File: src/rtl/boa_peri_pwm_multi.sv
// Multi-channel PWM peripheral: shared prescaled timebase, buffered period/duty, wrap interrupt.
// Define BOA_PWM_CENTER_EN to build in center-aligned (up/down) counting.
module boa_peri_pwm_multi #(
    parameter logic [11:0] ADDR     = 12'h400,
    parameter int          CHANNELS = 4,
    parameter int          WIDTH    = 16
) (
    input  logic                clk,
    input  logic                rst_n,
    input  logic                bus_req,
    input  logic                bus_we,
    input  logic [11:0]         bus_addr,
    input  logic [3:0]          bus_be,
    input  logic [31:0]         bus_wdata,
    output logic                bus_ack,
    output logic [31:0]         bus_rdata,
    output logic [CHANNELS-1:0] pwm_out,
    output logic                irq
);
    localparam logic [11:0] SPAN = 12'(16 + 4 * CHANNELS);
    localparam int          PAD  = 32 - WIDTH;

    function automatic logic [31:0] merge_be(input logic [31:0] old, input logic [31:0] data,
                                             input logic [3:0] be);
        logic [31:0] mask;
        mask = {{8{be[3]}}, {8{be[2]}}, {8{be[1]}}, {8{be[0]}}};
        return (old & ~mask) | (data & mask);
    endfunction

    logic             ctrl_en, ctrl_irq_en;
    logic [7:0]       prescale, presc_cnt;
    logic             wrap;
    logic [WIDTH-1:0] period_buf, active_period, count, count_nxt;
    logic [WIDTH-1:0] duty_buf    [CHANNELS];
    logic [WIDTH-1:0] active_duty [CHANNELS];
    logic             ctrl_center, ctrl_center_nxt, active_center, dir_down, dir_nxt;
    logic             tick, boundary, reload;
    logic [11:0]      offset;
    logic [9:0]       word;
    logic             hit, wr, rd, ctrl_wr;
    logic [31:0]      rd_val;
    logic             unused;

    assign offset  = bus_addr - ADDR;
    assign word    = offset[11:2];
    assign hit     = bus_req && (bus_addr >= ADDR) && (offset < SPAN);
    assign bus_ack = hit;
    assign wr      = hit && bus_we;
    assign rd      = hit && !bus_we;
    assign ctrl_wr = wr && (word == 10'd0);
    assign tick    = ctrl_en && (presc_cnt == 8'd0);
    assign reload  = !ctrl_en || boundary;

`ifdef BOA_PWM_CENTER_EN
    assign ctrl_center_nxt = (ctrl_wr && bus_be[0]) ? bus_wdata[1] : ctrl_center;
    assign unused          = ^offset[1:0];

    always_ff @(posedge clk or negedge rst_n) begin
        if (!rst_n) begin
            ctrl_center   <= 1'b0;
            active_center <= 1'b0;
            dir_down      <= 1'b0;
        end else begin
            ctrl_center <= ctrl_center_nxt;
            if (reload) active_center <= ctrl_center_nxt;
            dir_down <= dir_nxt;
        end
    end
`else
    assign ctrl_center_nxt = 1'b0;
    assign ctrl_center     = 1'b0;
    assign active_center   = 1'b0;
    assign dir_down        = 1'b0;
    assign unused          = ^{offset[1:0], dir_nxt};
`endif

    // Timebase: boundary is the end of an edge frame or the bottom of a center frame
    always_comb begin
        boundary  = 1'b0;
        count_nxt = count;
        dir_nxt   = dir_down;
        if (!ctrl_en) begin
            count_nxt = '0;
            dir_nxt   = 1'b0;
        end else if (tick) begin
            if (active_center) begin
                if (!dir_down) begin
                    if (count >= active_period) begin
                        if (active_period == '0) begin
                            boundary  = 1'b1;
                            count_nxt = '0;
                        end else begin
                            dir_nxt   = 1'b1;
                            count_nxt = count - WIDTH'(1);
                        end
                    end else begin
                        count_nxt = count + WIDTH'(1);
                    end
                end else if (count == '0) begin
                    boundary  = 1'b1;
                    dir_nxt   = 1'b0;
                    count_nxt = (ctrl_center_nxt && period_buf != '0) ? WIDTH'(1) : '0;
                end else begin
                    count_nxt = count - WIDTH'(1);
                end
            end else if (count >= active_period) begin
                boundary  = 1'b1;
                count_nxt = '0;
            end else begin
                count_nxt = count + WIDTH'(1);
            end
        end
    end

    always_comb begin
        rd_val = '0;
        case (word)
            10'd0:   rd_val = {16'b0, prescale, 5'b0, ctrl_irq_en, ctrl_center, ctrl_en};
            10'd1:   rd_val = {31'b0, wrap};
            10'd2:   rd_val = {{PAD{1'b0}}, period_buf};
            10'd3:   rd_val = {{PAD{1'b0}}, count};
            default: begin
                for (int i = 0; i < CHANNELS; i++)
                    if (word == 10'(4 + i)) rd_val = {{PAD{1'b0}}, duty_buf[i]};
            end
        endcase
    end

    always_ff @(posedge clk or negedge rst_n) begin
        if (!rst_n) begin
            ctrl_en       <= 1'b0;
            ctrl_irq_en   <= 1'b0;
            prescale      <= '0;
            presc_cnt     <= '0;
            wrap          <= 1'b0;
            period_buf    <= '0;
            active_period <= '0;
            count         <= '0;
            for (int i = 0; i < CHANNELS; i++) begin
                duty_buf[i]    <= '0;
                active_duty[i] <= '0;
            end
            bus_rdata <= '0;
            pwm_out   <= '0;
            irq       <= 1'b0;
        end else begin
            if (ctrl_wr && bus_be[0]) begin
                ctrl_en     <= bus_wdata[0];
                ctrl_irq_en <= bus_wdata[2];
            end
            if (ctrl_wr && bus_be[1]) prescale <= bus_wdata[15:8];
            if (wr && word == 10'd2)
                period_buf <= WIDTH'(merge_be({{PAD{1'b0}}, period_buf}, bus_wdata, bus_be));
            for (int i = 0; i < CHANNELS; i++)
                if (wr && word == 10'(4 + i))
                    duty_buf[i] <= WIDTH'(merge_be({{PAD{1'b0}}, duty_buf[i]}, bus_wdata, bus_be));
            // A boundary in the same cycle as a clear keeps WRAP set
            if (boundary)
                wrap <= 1'b1;
            else if (wr && word == 10'd1 && bus_be[0] && bus_wdata[0])
                wrap <= 1'b0;
            if (reload) begin
                active_period <= period_buf;
                for (int i = 0; i < CHANNELS; i++) active_duty[i] <= duty_buf[i];
            end
            count     <= count_nxt;
            presc_cnt <= (!ctrl_en || tick) ? prescale : presc_cnt - 8'd1;
            bus_rdata <= rd ? rd_val : 32'd0;
            for (int i = 0; i < CHANNELS; i++)
                pwm_out[i] <= ctrl_en && (count < active_duty[i]);
            irq <= wrap && ctrl_irq_en;
        end
    end
endmodule

File: config.mk
export PLATFORM = sky130hd
export DESIGN_NAME = boa_peri_pwm_multi
export DESIGN_NICKNAME = d
export VERILOG_FILES = /design/src/rtl/boa_peri_pwm_multi.sv
export SDC_FILE = /design/constraint.sdc
export NUM_CORES = 1
export LEC_CHECK = 0
export CAP_MARGIN = 20
export CORE_UTILIZATION = 30
export CTS_CLUSTER_SIZE = 25
export DETAILED_ROUTE_END_ITERATION = 10
export GPL_ROUTABILITY_DRIVEN = 0
export SETUP_SLACK_MARGIN = 0.2
export SLEW_MARGIN = 25
export SYNTH_ARGS = -nofsm -noshare
export SYNTH_HDL_FRONTEND = slang
export SYNTH_SLANG_ARGS = --single-unit
export TNS_END_PERCENT = 10
File: constraint.sdc
create_clock -name clk -period 5.4 [get_ports clk]
set_input_delay 1.08 -clock clk [delete_from_list [all_inputs] [get_ports clk]]
set_output_delay 1.08 -clock clk [all_outputs]
set_load 0.02 [all_outputs]
==> summary.md, run 1 <==
| Metric | Value |
|---|---|
| Vias in the first global route | 7673 |
| # DRC | 0 |
| Cell mode on critical path | clkdlybuf4s50_1 |
| Net Sw Frac | 22.09% |
| Crit-path max cell delay | 0.66 ns |
| Fmax | 252.4 MHz |
| Max-cap violations | 0 |
| Slew @ Worst Pin | 1.028 ns |
| Most common library cells after synthesis | 216 x dfrtp_1, 87 x mux2_1, 81 x inv_1 |
| Initial Util | 30.76% |
| Detailed-route via count | 7689 |
| Global-route wire length before repair | 45770 um |
| Design area | 13180 um2 |
| Post-synth EDFFs | 0 |
| Syn Area/Cell | 11.94 um2 |
| Hold-fix buffers, CTS | 0 |
| Setup crit start | bus_addr[6] |
| Final wirelength | 29300 um |
| Detailed Route Iter0 Violations | 634 |
| Vias/cell | 5.045 |
| CTS tree | built |
| Leak | 6.392 nW |
| Fraction of layout cells with a size suffix above 1 | 15.39% |
| Synth Instances | 950 |
| Post-DRT Antenna Nets | 0 |
| PD cells | 252.9 nW/um2 |
| Worst Path Arrival | 2.88 ns |
| Area contributors post-synth | dfrtp_1 48%, mux2_1 8.6%, ha_1 8.6%, mux2_2 5.9%, mux2_4 4.2% |
| Yosys cell types | 52 |
| Chip Width | 196.5 um |
| Final total power | 0.003333 W |
| Root buf cell | clkbuf_16 |
| Post-synth ARST share | 100.0% |
| Slew headroom | 31.44% |
| Synth-to-Final Area Change | 16.17% |
| Grt ovf | 0 |
| P_sw | 0.0007363 W |
| CP bufs+invs | 3 |
| Seq/Total Area, Yosys | 47.65% |
| Clock Power Share | 48.0% |
| CTS Buffer Depth | 3 |
| Core ar. | 36870 um2 |
| Critical path capture point type | output pin |
| Most numerous cell in the Yosys netlist | dfrtp_1 |
| Cell Chain, Critical Path | clkdlybuf4s50_1, nor4_1, buf_4, and3_1, clkdlybuf4s50_1 |
| Tcrit/Tclk final | 73.36% |
| Buffers on Ports | 53 |
| CTS clk-pin slew, worst paths | 0.06 ns |
| Critical Path RT | 4.32 ns |
| Gr usage total | 15.52% |
| Post-Route Skew | 0.009890 ns |
| Critical Path Source Type | primary input |
| Most area-hungry cell type in the Yosys netlist | dfrtp_1 |
| Rows | 70 |
| Die ar. | 38590 um2 |
| Comb power frac | 3.4% |
| Maximum vdd ir drop | 0.1873 mV |
| Final setup fails | 0 |
| DP Area | 12400 um2 |
| Pre-CTS setup slack | 1.230 ns |
| Leading register cell type out of synthesis | dfrtp_1 |
| Final Max Slew Viols | 0 |
| Ys Warns | 0 |
| TritonCTS Buffers | 23 |
| Status | complete, no violations |
| Critical-path maximum fanout | 5 |
| Setup Buffers After CTS | 0 |
| Diode count | 0 |
| Netlist Area Pre-Place | 11340 um2 |
| Largest net degree at the start of global routing | 135 |
| Min-Delay Path Class | primary input to async pin |
| Yosys top cell area share | 47.65% |
| Top delay family on crit path | buffers and inverters |
| IO Pins | 90 |
| Clock Latency Late Sink | 0.51 ns |
| RSZ-0062 raised after global routing | false |
| Cell internal pwr | 0.002596 W |
| DP Wirelength | 20070 um |
| Die height | 196.5 um |
| Sequential share of power | 48.6% |
| CTS H-tree lvls | 1 |
| Final net count | 1135 |
| WL per Instance | 19.23 um |
| Endpoints failing hold | 0 |
| Worst setup margin | 1.438 ns |
| CTS sink count | 216 |
| Critical path type | primary input to output pin |
| Post-synthesis register bit count | 216 |
| Setup_tns | 0 ns |
| Initial antenna violation count | 0 |
| Post-route minimum period | 3.962 ns |
| Worst path slowest cell | clkdlybuf4s50_1 |
| FF-to-FF Start | count[10] |
| Drt first pass iters | 6 |
| PostCTS Resize Cnt | 0 |
per-layer routing:
| metal | track usage (%) | up-vias | share of wire (%) |
|---|---|---|---|
| met2 | 23.36 | 247 | 44 |
| met5 | 0 | - | 0 |
| met1 | 22.78 | 3860 | 48 |
| met4 | 4.774 | 0 | 2.8 |
| li1 | - | 3531 | - |
| met3 | 2.344 | 51 | 5.8 |
layout by cell type, fill, tap and decap left out, types with 5 or more instances in the layout:
master	netlist	layout
dfrtp_1	216	216
mux2_1	87	87
inv_1	81	81
ha_1	78	78
mux2_2	59	59
clkdlybuf4s50_1	0	52
a21oi_1	34	34
a21o_1	32	32
mux2_4	32	32
nor2_1	30	30
o21ai_0	30	30
nand2_1	29	29
clkbuf_16	0	23
a221oi_1	19	19
a211oi_1	17	17
conb_1	1	16
buf_4	24	16
a22o_1	15	15
nand3_1	15	15
nand4_1	13	13
and3_1	12	12
nor3_1	12	12
nand2b_1	11	11
a222oi_1	9	9
and2_1	7	7
nor3b_1	6	6
nor4_1	5	5
xnor2_1	5	5
clkbuf_8	0	5
layout make-up:
type / instances / area (um2)
Multi-Input combinational cell: 613 / 5400
Sequential cell: 216 / 5405
Clock inverter: 8 / 95.09
Clock buffer: 32 / 659.4
Inverter: 81 / 304.0
Tap cell: 504 / 630.6
Timing Repair Buffer: 70 / 683.2
Fill cell: 3652 / 23700
cell families (layout without fill, tap and decap cells):
family | after synthesis | after routing | synth area share, %
fa+ha+maj | 78 | 78 | 8.604
compound gates | 171 | 171 | 10.58
simple gates | 161 | 161 | 8.096
buf+inv | 136 | 191 | 5.471
mux | 181 | 181 | 19.10
other cells | 1 | 16 | 0.03306
xor+xnor | 6 | 6 | 0.4633
flops | 216 | 216 | 47.65
metrics by stage:
| step | std cells | utilization, % | hold slack, ns |
|---|---|---|---|
| 2_1_floorplan | 965 | - | 0.4581 |
| 3_3_place_gp | 1483 | 33.62 | 0.4665 |
| 3_5_place_dp | 1483 | 33.62 | 0.4747 |
| 4_1_cts | 1523 | 35.66 | 0.4881 |
| 5_1_grt | 1524 | 35.74 | 0.4765 |
| 6_report | 1524 | 35.74 | 0.4637 |
final timing paths:
check | endpoint | slack [ns] | cells past startpoint
max | bus_ack | 1.44 | 5
min | async pin | 0.46 | 1
max reg2reg | active_duty[30] | 2.18 | 8
min reg2reg | active_duty[5] | 0.48 | 1
max in group asynchronous | bus_rdata[8] | 3.62 | 3
min in group clk | active_duty[5] | 0.48 | 1
worst reg2reg max path, stage by stage, from the launching register on:
cell	delay [ns]
dfrtp_1	0.63
ha_1	0.43
and4_1	0.27
and3_1	0.18
a32oi_1	0.11
and2_1	0.29
a31oi_4	0.22
buf_4	0.51
mux2_1	0.44
power by group through the flow:
stage	registers (W)	clock network (W)	logic, W
detailed placement	0.00165	0	0.000114
global placement	0.00165	0	0.000113
CTS	0.00162	0.00163	0.000115
finish	0.00162	0.00160	0.000115
floorplan	0.00165	0	0.0000357
global route	0.00162	0.00170	0.000126
Power figures use the tool's default switching activity.
==> run 2: changes to the inputs <==
- clock period: 5.4 -> 3.4 ns (I/O delays scaled with it)
==> run 2 against run 1 <==
Via count barely moved. Clock skew increased by 0.0078 ns. Sequential power rose by 59%. Flip-flop and latch count is the same. Hold slack worse by 0.23 ns. Non-clock buffer count up 31. Global-route usage is 0.28 points higher. Critical endpoint unchanged.
==> summary.md, run 2 (synthesized netlist as in run 1, its figures left out) <==
| Metric | Value |
|---|---|
| Diode count | 0 (unchanged) |
| Final net count | 1166 (was 1135) |
| Final setup fails | 0 (unchanged) |
| Endpoints failing hold | 0 (unchanged) |
| DP Wirelength | 21240 um (was 20070 um) |
| Tcrit/Tclk final | 88.03% |
| Chip Width | 196.5 um (unchanged) |
| Final Max Slew Viols | 0 (unchanged) |
| Detailed-route via count | 7682 (was 7689) |
| Post-Route Skew | 0.01774 ns (was 0.009890 ns) |
| Max-cap violations | 0 (unchanged) |
| WL per Instance | 19.22 um (was 19.23 um) |
| Drt first pass iters | 6 (unchanged) |
| Pre-CTS setup slack | 0.2557 ns (was 1.230 ns) |
| RSZ-0062 raised after global routing | false (unchanged) |
| Worst Path Arrival | 2.31 ns (was 2.88 ns) |
| # DRC | 0 (unchanged) |
| Clock Latency Late Sink | 0.52 ns (was 0.51 ns) |
| Post-DRT Antenna Nets | 0 (unchanged) |
| Initial Util | 30.76% (unchanged) |
| Maximum vdd ir drop | 0.2912 mV (was 0.1873 mV) |
| Most common cell after layout, fill and taps aside | dfrtp_1 (unchanged) |
| Critical path type | primary input to output pin (unchanged) |
| Sequential cell area | 5405 um2 (unchanged) |
| Largest net degree at the start of global routing | 105 (was 135) |
| TritonCTS Buffers | 23 (unchanged) |
| Initial antenna violation count | 0 (unchanged) |
| Core ar. | 36870 um2 (unchanged) |
| Gr usage total | 15.80% (was 15.52%) |
| Buffers on Ports | 53 (unchanged) |
| Vias in the first global route | 7843 (was 7673) |
| Critical Path RT | 2.72 ns (was 4.32 ns) |
| Setup Buffers After CTS | 0 (unchanged) |
| Final total power | 0.005191 W (was 0.003333 W) |
| IO Pins | 90 (unchanged) |
| CTS H-tree lvls | 1 (unchanged) |
| PD cells | 385.7 nW/um2 (was 252.9 nW/um2) |
| CTS tree | built (unchanged) |
| Fillers | 3623 (was 3652) |
| Status | complete, no violations (unchanged) |
| Leak | 6.569 nW (was 6.392 nW) |
| Critical-path maximum fanout | 2 (was 5) |
| Vias/cell | 4.953 (was 5.045) |
| Critical path capture point type | output pin (unchanged) |
| Slew @ Worst Pin | 0.8300 ns (was 1.028 ns) |
| PostCTS Resize Cnt | 0 (unchanged) |
| Final wirelength | 29810 um (was 29300 um) |
| Setup_tns | 0 ns (unchanged) |
| Most frequent cells in the layout | 216 x dfrtp_1, 87 x mux2_1, 81 x inv_1, 78 x ha_1, 59 x mux2_2 (unchanged) |
| Die height | 196.5 um (unchanged) |
| CTS clk-pin slew, worst paths | 0.06 ns (about the same) |
| Critical Path Source Type | primary input (unchanged) |
| Root buf cell | clkbuf_16 (unchanged) |
| CTS Buffer Depth | 3 (unchanged) |
| Min-Delay Path Class | primary input to async pin (unchanged) |
| Slew headroom | 44.67% (was 31.44%) |
| Global-route wire length before repair | 47020 um (was 45770 um) |
| Fmax | 334.1 MHz |
| Synth-to-Final Area Change | 18.63% (was 16.17%) |
| Hold-fix buffers, CTS | 0 (unchanged) |
| Detailed Route Iter0 Violations | 557 (was 634) |
| Multi-input gate area | 5400 um2 (unchanged) |
| Post-route minimum period | 2.993 ns |
| Grt ovf | 0 (unchanged) |
| Rows | 70 (unchanged) |
| Fraction of layout cells with a size suffix above 1 | 17.57% (was 15.39%) |
| Worst setup margin | 0.4070 ns (was 1.438 ns) |
| CTS sink count | 216 (unchanged) |
| Die ar. | 38590 um2 (unchanged) |
-- run 2: final timing paths --
check                      slack (ns)                to        startpoint  cells past startpoint
max                              0.41           bus_ack       bus_addr[6]                      4
min                              0.24         async pin             rst_n                      1
max reg2reg                      0.47   active_duty[12]      presc_cnt[0]                      8
min reg2reg                      0.48  active_period[6]  active_period[6]                      1
max in group asynchronous        2.39    active_duty[1]             rst_n                      2
min in group clk                 0.48  active_period[6]  active_period[6]                      1
-- run 2: layout make-up --
cell class	instances	area share, %
Sequential cell	216	40.17
Inverter	81	2.259
Timing Repair Buffer	101	7.494
Tap cell	504	4.686
Clock inverter	4	0.3626
Multi-Input combinational cell	613	40.13
Clock buffer	32	4.900
-- run 2: worst max-delay path, cell delays in order --
cell and delay (ns):
clkdlybuf4s50_1 0.42, nor4_1 0.37, and3_1 0.24, clkdlybuf4s50_1 0.61
-- run 2: layer usage --
metal | global-route usage (%) | share of wire, % | wire length, um
met1 | 22.85 | 48 | 14350
met2 | 24.10 | 43 | 12960
met3 | 2.892 | 6.0 | 1781
met4 | 4.167 | 2.4 | 707
met5 | 0 | 0 | 0
-- run 2: report_power, final --
group / internal (W) / leakage (nW) / switching [W] / total (W)
clock: 0.00141 / 0.351 / 0.00102 / 0.00243
combinational: 0.0000579 / 3.20 / 0.000131 / 0.000188
sequential: 0.00257 / 3.02 / 0.000000617 / 0.00257
total: 0.00404 / 6.57 / 0.00115 / 0.00519
-- run 2: per-stage QoR --
stage	utilization, %	std cells	cell area [um2]	hold WS (ns)
after floorplan	-	965	11400	0.3844
final	36.49	1551	13460	0.2366
after CTS	36.49	1551	13460	0.2626
after global routing	36.49	1551	13460	0.2992
after detailed placement	34.57	1515	12750	0.4752
after global placement	34.57	1515	12750	0.4670
